==> src/rtl/tl_a_channel_slave.sv <==
// TileLink-UL A-channel slave: writes PutFullData bursts to local memory and pushes a
// 37-bit response request per completed request. Optional macro: TL_A_ERR_CNT_EN.
module tl_a_channel_slave #(
    parameter int band_width = 3
) (
    input  logic        clk,
    input  logic        rst_n,
    input  logic        a_valid,
    output logic        a_ready,
    input  logic [2:0]  a_opcode,
    input  logic [2:0]  a_size,
    input  logic [3:0]  a_mark,
    input  logic [31:0] a_address,
    input  logic [63:0] a_data,
    output logic        o_wen,
    output logic [31:0] o_write_address,
    output logic [63:0] o_wdata,
    input  logic        i_full_FIFO_request,
    output logic        o_push_FIFO_request,
    output logic [36:0] o_write_request,
`ifdef TL_A_ERR_CNT_EN
    output logic [7:0]  o_err_cnt,
`endif
    output logic [1:0]  state_dbg
);

    // Handshake: a beat transfers on a rising clk edge where a_valid && a_ready;
    // a_ready never looks at a_valid, and a_valid may drop between burst beats.
    typedef enum logic [1:0] {
        IDLE        = 2'd0,
        WRITE_BURST = 2'd1,
        PUSH        = 2'd2
    } state_t;

    localparam logic [2:0] OP_PUT_FULL = 3'd0;
    localparam logic [2:0] OP_GET      = 3'd4;

    state_t      state_q, state_d;
    logic [4:0]  cnt_q;
    logic [4:0]  beats_q;
    logic [31:0] addr_q;
    logic [2:0]  size_q;
    logic [3:0]  mark_q;

    logic        accept;
    logic        is_put;
    logic        is_get;
    logic [4:0]  first_beats;
    logic        last_beat;

    function automatic logic [4:0] beats_of(input logic [2:0] sz);
        int s;
        s = int'(sz);
        if (s > band_width) return 5'(1 << (s - band_width));
        else return 5'd1;
    endfunction

    assign accept      = a_valid && a_ready;
    assign is_put      = (a_opcode == OP_PUT_FULL);
    assign is_get      = (a_opcode == OP_GET);
    assign first_beats = beats_of(a_size);
    assign last_beat   = (state_q == WRITE_BURST) && (cnt_q == beats_q - 5'd1);
    assign state_dbg   = state_q;

    always_ff @(posedge clk or negedge rst_n) begin
        if (!rst_n) state_q <= IDLE;
        else        state_q <= state_d;
    end

    always_comb begin
        state_d = state_q;
        case (state_q)
            IDLE: begin
                if (accept) begin
                    if (is_get)      state_d = PUSH;
                    else if (is_put) state_d = (first_beats == 5'd1) ? PUSH : WRITE_BURST;
                end
            end
            WRITE_BURST: if (accept && last_beat) state_d = PUSH;
            PUSH:        if (!i_full_FIFO_request) state_d = IDLE;
            default:     state_d = IDLE;
        endcase
    end

    // A burst in flight never waits on the FIFO; only new requests and the push do.
    always_comb begin
        a_ready = 1'b0;
        case (state_q)
            IDLE:        a_ready = !i_full_FIFO_request;
            WRITE_BURST: a_ready = 1'b1;
            default:     a_ready = 1'b0;
        endcase
        o_wen               = accept && (((state_q == IDLE) && is_put) || (state_q == WRITE_BURST));
        o_wdata             = a_data;
        o_push_FIFO_request = (state_q == PUSH) && !i_full_FIFO_request;
        o_write_address     = 32'd0;
        if (o_wen) begin
            if (state_q == IDLE) o_write_address = a_address;
            else                 o_write_address = addr_q + (32'(cnt_q) << band_width);
        end
    end

    always_ff @(posedge clk or negedge rst_n) begin
        if (!rst_n) begin
            cnt_q           <= 5'd0;
            beats_q         <= 5'd0;
            addr_q          <= 32'd0;
            size_q          <= 3'd0;
            mark_q          <= 4'd0;
            o_write_request <= 37'd0;
        end else begin
            case (state_q)
                IDLE: begin
                    if (accept) begin
                        size_q  <= a_size;
                        mark_q  <= a_mark;
                        addr_q  <= a_address;
                        beats_q <= first_beats;
                        if (is_get)
                            o_write_request <= {3'd1, a_size, a_mark, a_address[31:5]};
                        else if (is_put && first_beats == 5'd1)
                            o_write_request <= {3'd0, a_size, a_mark, a_address[31:5]};
                        else if (is_put)
                            cnt_q <= 5'd1;
                    end
                end
                WRITE_BURST: begin
                    if (accept) begin
                        cnt_q <= cnt_q + 5'd1;
                        if (last_beat)
                            o_write_request <= {3'd0, size_q, mark_q, addr_q[31:5]};
                    end
                end
                PUSH: if (!i_full_FIFO_request) cnt_q <= 5'd0;
                default: cnt_q <= 5'd0;
            endcase
        end
    end

`ifdef TL_A_ERR_CNT_EN
    always_ff @(posedge clk or negedge rst_n) begin
        if (!rst_n)
            o_err_cnt <= 8'd0;
        else if ((state_q == IDLE) && accept && !is_put && !is_get && (o_err_cnt != 8'hFF))
            o_err_cnt <= o_err_cnt + 8'd1;
    end
`endif

endmodule

==> config.mk <==
export PLATFORM = sky130hd
export DESIGN_NAME = tl_a_channel_slave
export DESIGN_NICKNAME = d
export VERILOG_FILES = /design/src/rtl/tl_a_channel_slave.sv
export SDC_FILE = /design/constraint.sdc
export NUM_CORES = 1
export LEC_CHECK = 0
export ABC_AREA = 1
export CAP_MARGIN = 20
export CORE_ASPECT_RATIO = 0.7
export CORE_MARGIN = 2
export CORE_UTILIZATION = 40
export DETAILED_ROUTE_END_ITERATION = 10
export HOLD_SLACK_MARGIN = 0.15
export PLACE_DENSITY = 0.8
export SLEW_MARGIN = 20
export SYNTH_ARGS = -nofsm -noshare
export SYNTH_HDL_FRONTEND = slang
export SYNTH_SLANG_ARGS = --single-unit
==> constraint.sdc <==
create_clock -name clk -period 2.5 [get_ports clk]
set_input_delay 0.75 -clock clk [delete_from_list [all_inputs] [get_ports clk]]
set_output_delay 0.75 -clock clk [all_outputs]
set_load 0.05 [all_outputs]
==> impl_metrics.py <==
metrics = {
    "floorplanning": {
        "start_util_pct": 41.4,
        "die_area_um2": 16400,
        "coreArea_um2": 14900,
        "rows": 37,
        "top_level_ports": 248,
        "die_height_um": 108,
        "die_w_um": 152,
    },
    "sta": {
        "grt_setup_unrepaired": "true",
        "min_period_ns": 3.09,
        "worst_pin_slew_ns": 0.534,
        "hold_viol": 0,
        "slew_headroom_pct": 64.3,
        "fin_skew_ns": 0.00598,
        "slew_violations": 0,
        "fmax_mhz": 323,
        "min_period_over_period_pct": 124,
        "finalSetupViolCount": 33,
        "worst_slack_ns": -0.593,
    },
    "cts": {
        "cts_sinks": 86,
        "cts_hold_buf": 0,
        "cts_root_buf": "clkbuf_16",
        "cts.reportedPaths.clkPinSlew_ns": 0.07,
        "cts_tree": "built",
        "cts_max_level": 3,
        "cts-buffers-inserted": 9,
        "clk_latency_ns": 0.35,
        "cts_buffer_depth": 2,
    },
    "route": {
        "wl_um": 20800,
        "drt_iter0_drc": 734,
        "ant_nets": 0,
        "routed-via-count": 6717,
        "routed_via_density": 5.19,
        "drc": 0,
        "dr.pass1.iters": 6,
        "avgRoutedWirePerCell_um": 16.1,
    },
    "pwr": {
        "share_comb_of_total_power_pct": 64.4,
        "internal_power_w": 0.00576,
        "power_leakage_nw": 4.41,
        "power_switching_w": 0.00559,
        "power_frac_seq_pct": 22.6,
        "clkPwrFrac_pct": 13.0,
        "power-per-cell-area_nw_per_um2": 1200,
        "p_sw_share_pct": 49.3,
        "peakVddDrop_mv": 0.458,
    },
    "finish": {
        "drive_above_1_share_pct": 31.1,
        "num_antenna_cells": 0,
        "final_cell_mix": "nand2_1, buf_4, inv_1",
        "multiInputGateArea_um2": 3530,
        "stdcell_area_um2": 9440,
        "register_area_um2": 2150,
        "fill_cells": 1203,
        "final_common_cell": "nand2_1",
        "fin_nets": 1215,
        "areaGrowthSynthToFinish_pct": 53.5,
    },
    "yosys": {
        "ys.warnings.count": 0,
        "synth_edf_count": 0,
        "ys_types": 27,
        "syn_avg_cell_area_um2": 6.49,
        "mappedNetlistArea_um2": 6150,
        "synth_ff_type": "dfrtp_1",
        "synth_seq_cells": 86,
        "syn_inst": 948,
        "synthArstFlopShare_pct": 100,
        "yosysSeqAreaShare_pct": 35.0,
    },
    "setup_path": {
        "critical_path_class": "flip-flop to output port",
        "rr_startpoint": "state_dbg[1]",
        "crit_arrival_ns": 2.34,
        "worst_r2r_path_depth": 9,
        "rrSetupSlack_ns": 0.43,
        "startpoint_type": "flip-flop",
        "path_cells": "ha_4 -> inv_2 -> fa_2 -> inv_2 -> nand3_2 -> nand3_4 -> nand2_4 -> nand2_4 -> buf_6 -> nand2_2 -> nand3_1 -> nand2_2 -> clkinvlp_4 -> buf_12",
        "crit_path_max_fanout": 5,
        "critPathTopFamily": "simple AND/OR/NAND/NOR gates",
        "endpoint_kind": "output port",
        "crit_path_max_incr_delay_ns": 0.41,
        "crit_path_top_delay_cell": "dfrtp_1",
        "cp_data_required_time_ns": 1.75,
        "worst-path-buf-inv": 5,
        "regToRegEndpoint": "o_write_request[34]",
    },
    "grt": {
        "overflow": 0,
        "antenna_found_initial": 0,
        "grt_pass1_vias": 6383,
        "grt_pass1_wl_um": 32900,
        "grt_usage_pct": 24.7,
        "grt_max_degree": 73,
    },
    "placed_design": {
        "io_buffers": 117,
        "pre_cts_ws_ns": -0.787,
        "gp_congestion": 0.953,
        "dp_hpwl_um": 14400,
        "place_area_um2": 8260,
    },
    "status": {
        "violations": "setup timing",
        "outcome": "finished, violations left",
    },
    "flow_run": {
        "cap_viol_max_count": 0,
    },
    "worst_hold_path": {
        "hold_path.class": "input port to async pin",
    },
}
## power groups by stage
stage          clock network [W]  logic, W  registers [W]
2_1_floorplan                  0   0.00311        0.00338
6_report                 0.00148   0.00731        0.00256
4_1_cts                  0.00149   0.00690        0.00252
5_1_grt                  0.00156   0.00786        0.00263
3_5_place_dp                   0   0.00629        0.00251
3_3_place_gp                   0   0.00621        0.00249
## per-layer routing
metal / global-route usage [%] / wire, um / vias up
met4: 6.34 / 403 / 0
met1: 35.5 / 9360 / 3051
met2: 36.2 / 8830 / 426
li1: - / - / 3196
met5: 0 / 0 / -
met3: 7.49 / 2210 / 44
## cells in the mapped netlist, drive strengths merged (2+ instances only)
master,number,share of area (%)
xor2,4,0.57
xnor2,2,0.28
o21ai,87,7.1
nand3b,8,0.98
inv,127,7.7
nor2,62,3.8
ha,9,1.8
buf,77,9.3
nand2,319,20
dfrtp,86,35
nor3,2,0.35
nand4,5,0.51
o31ai,3,0.37
a21oi,38,3.1
clkbuf,24,1.5
nand3,91,7.4
## stage by stage
stage               util, %  setup TNS, ns  total power (W)  cells  hold slack [ns]
floorplan                 -          -6.77          0.00648    949            0.453
global placement       55.6         -34.53          0.00870   1248            0.454
detailed placement     55.6         -35.08          0.00881   1248            0.460
CTS                    61.7         -14.12           0.0109   1289            0.335
global route           63.5         -16.59           0.0120   1294            0.353
finish                 63.5         -13.61           0.0113   1294            0.326
## layout make-up
cell class | instances | share of cell area [%]
Clock inverter | 6 | 1.01
Sequential cell | 86 | 22.8
Timing Repair Buffer | 235 | 27.7
Multi-Input combinational cell | 636 | 37.3
Tap cell | 195 | 2.58
Clock buffer | 9 | 2.39
Inverter | 127 | 6.19
## cells by family (layout without fill, tap and decap cells)
family	after synthesis	in the layout	share of synthesized area, %
buf+inv	228	377	18.5
flops	86	86	35.0
simple gates	488	489	32.8
fa+ha+maj	10	10	2.16
xor+xnor	6	6	0.854
compound gates	129	129	10.7
other cells	1	2	0.0609
## timing repair
action / 4_1_cts / 5_1_grt
gates cloned: 2 / 0
endpoints found under the hold margin: 0 / 0
endpoints found under the setup margin: 36 / 74
setup buffers: 24 / 11
pin swaps: 54 / 34
gates resized for setup: 119 / 64
## worst max path at each step
stage                         from             endpoint  slack, ns  cells after the start
2_1_floorplan  i_full_FIFO_request  o_write_address[28]      -0.24                     10
3_3_place_gp   i_full_FIFO_request  o_write_address[21]      -0.76                     12
3_5_place_dp   i_full_FIFO_request  o_write_address[21]      -0.79                     12
4_1_cts                   cnt_q[0]  o_write_address[31]      -0.58                     14
5_1_grt                   cnt_q[0]  o_write_address[11]      -0.70                     14
6_report                  cnt_q[0]  o_write_address[11]      -0.59                     14
## registers in the layout (all words and copies together), names as in the netlist
register,cells
o_write_request,35
addr_q,32
beats_q,5
cnt_q,5
mark_q,4
size_q,3
state_dbg,2
No activity file was read; power rests on OpenSTA's default activity.
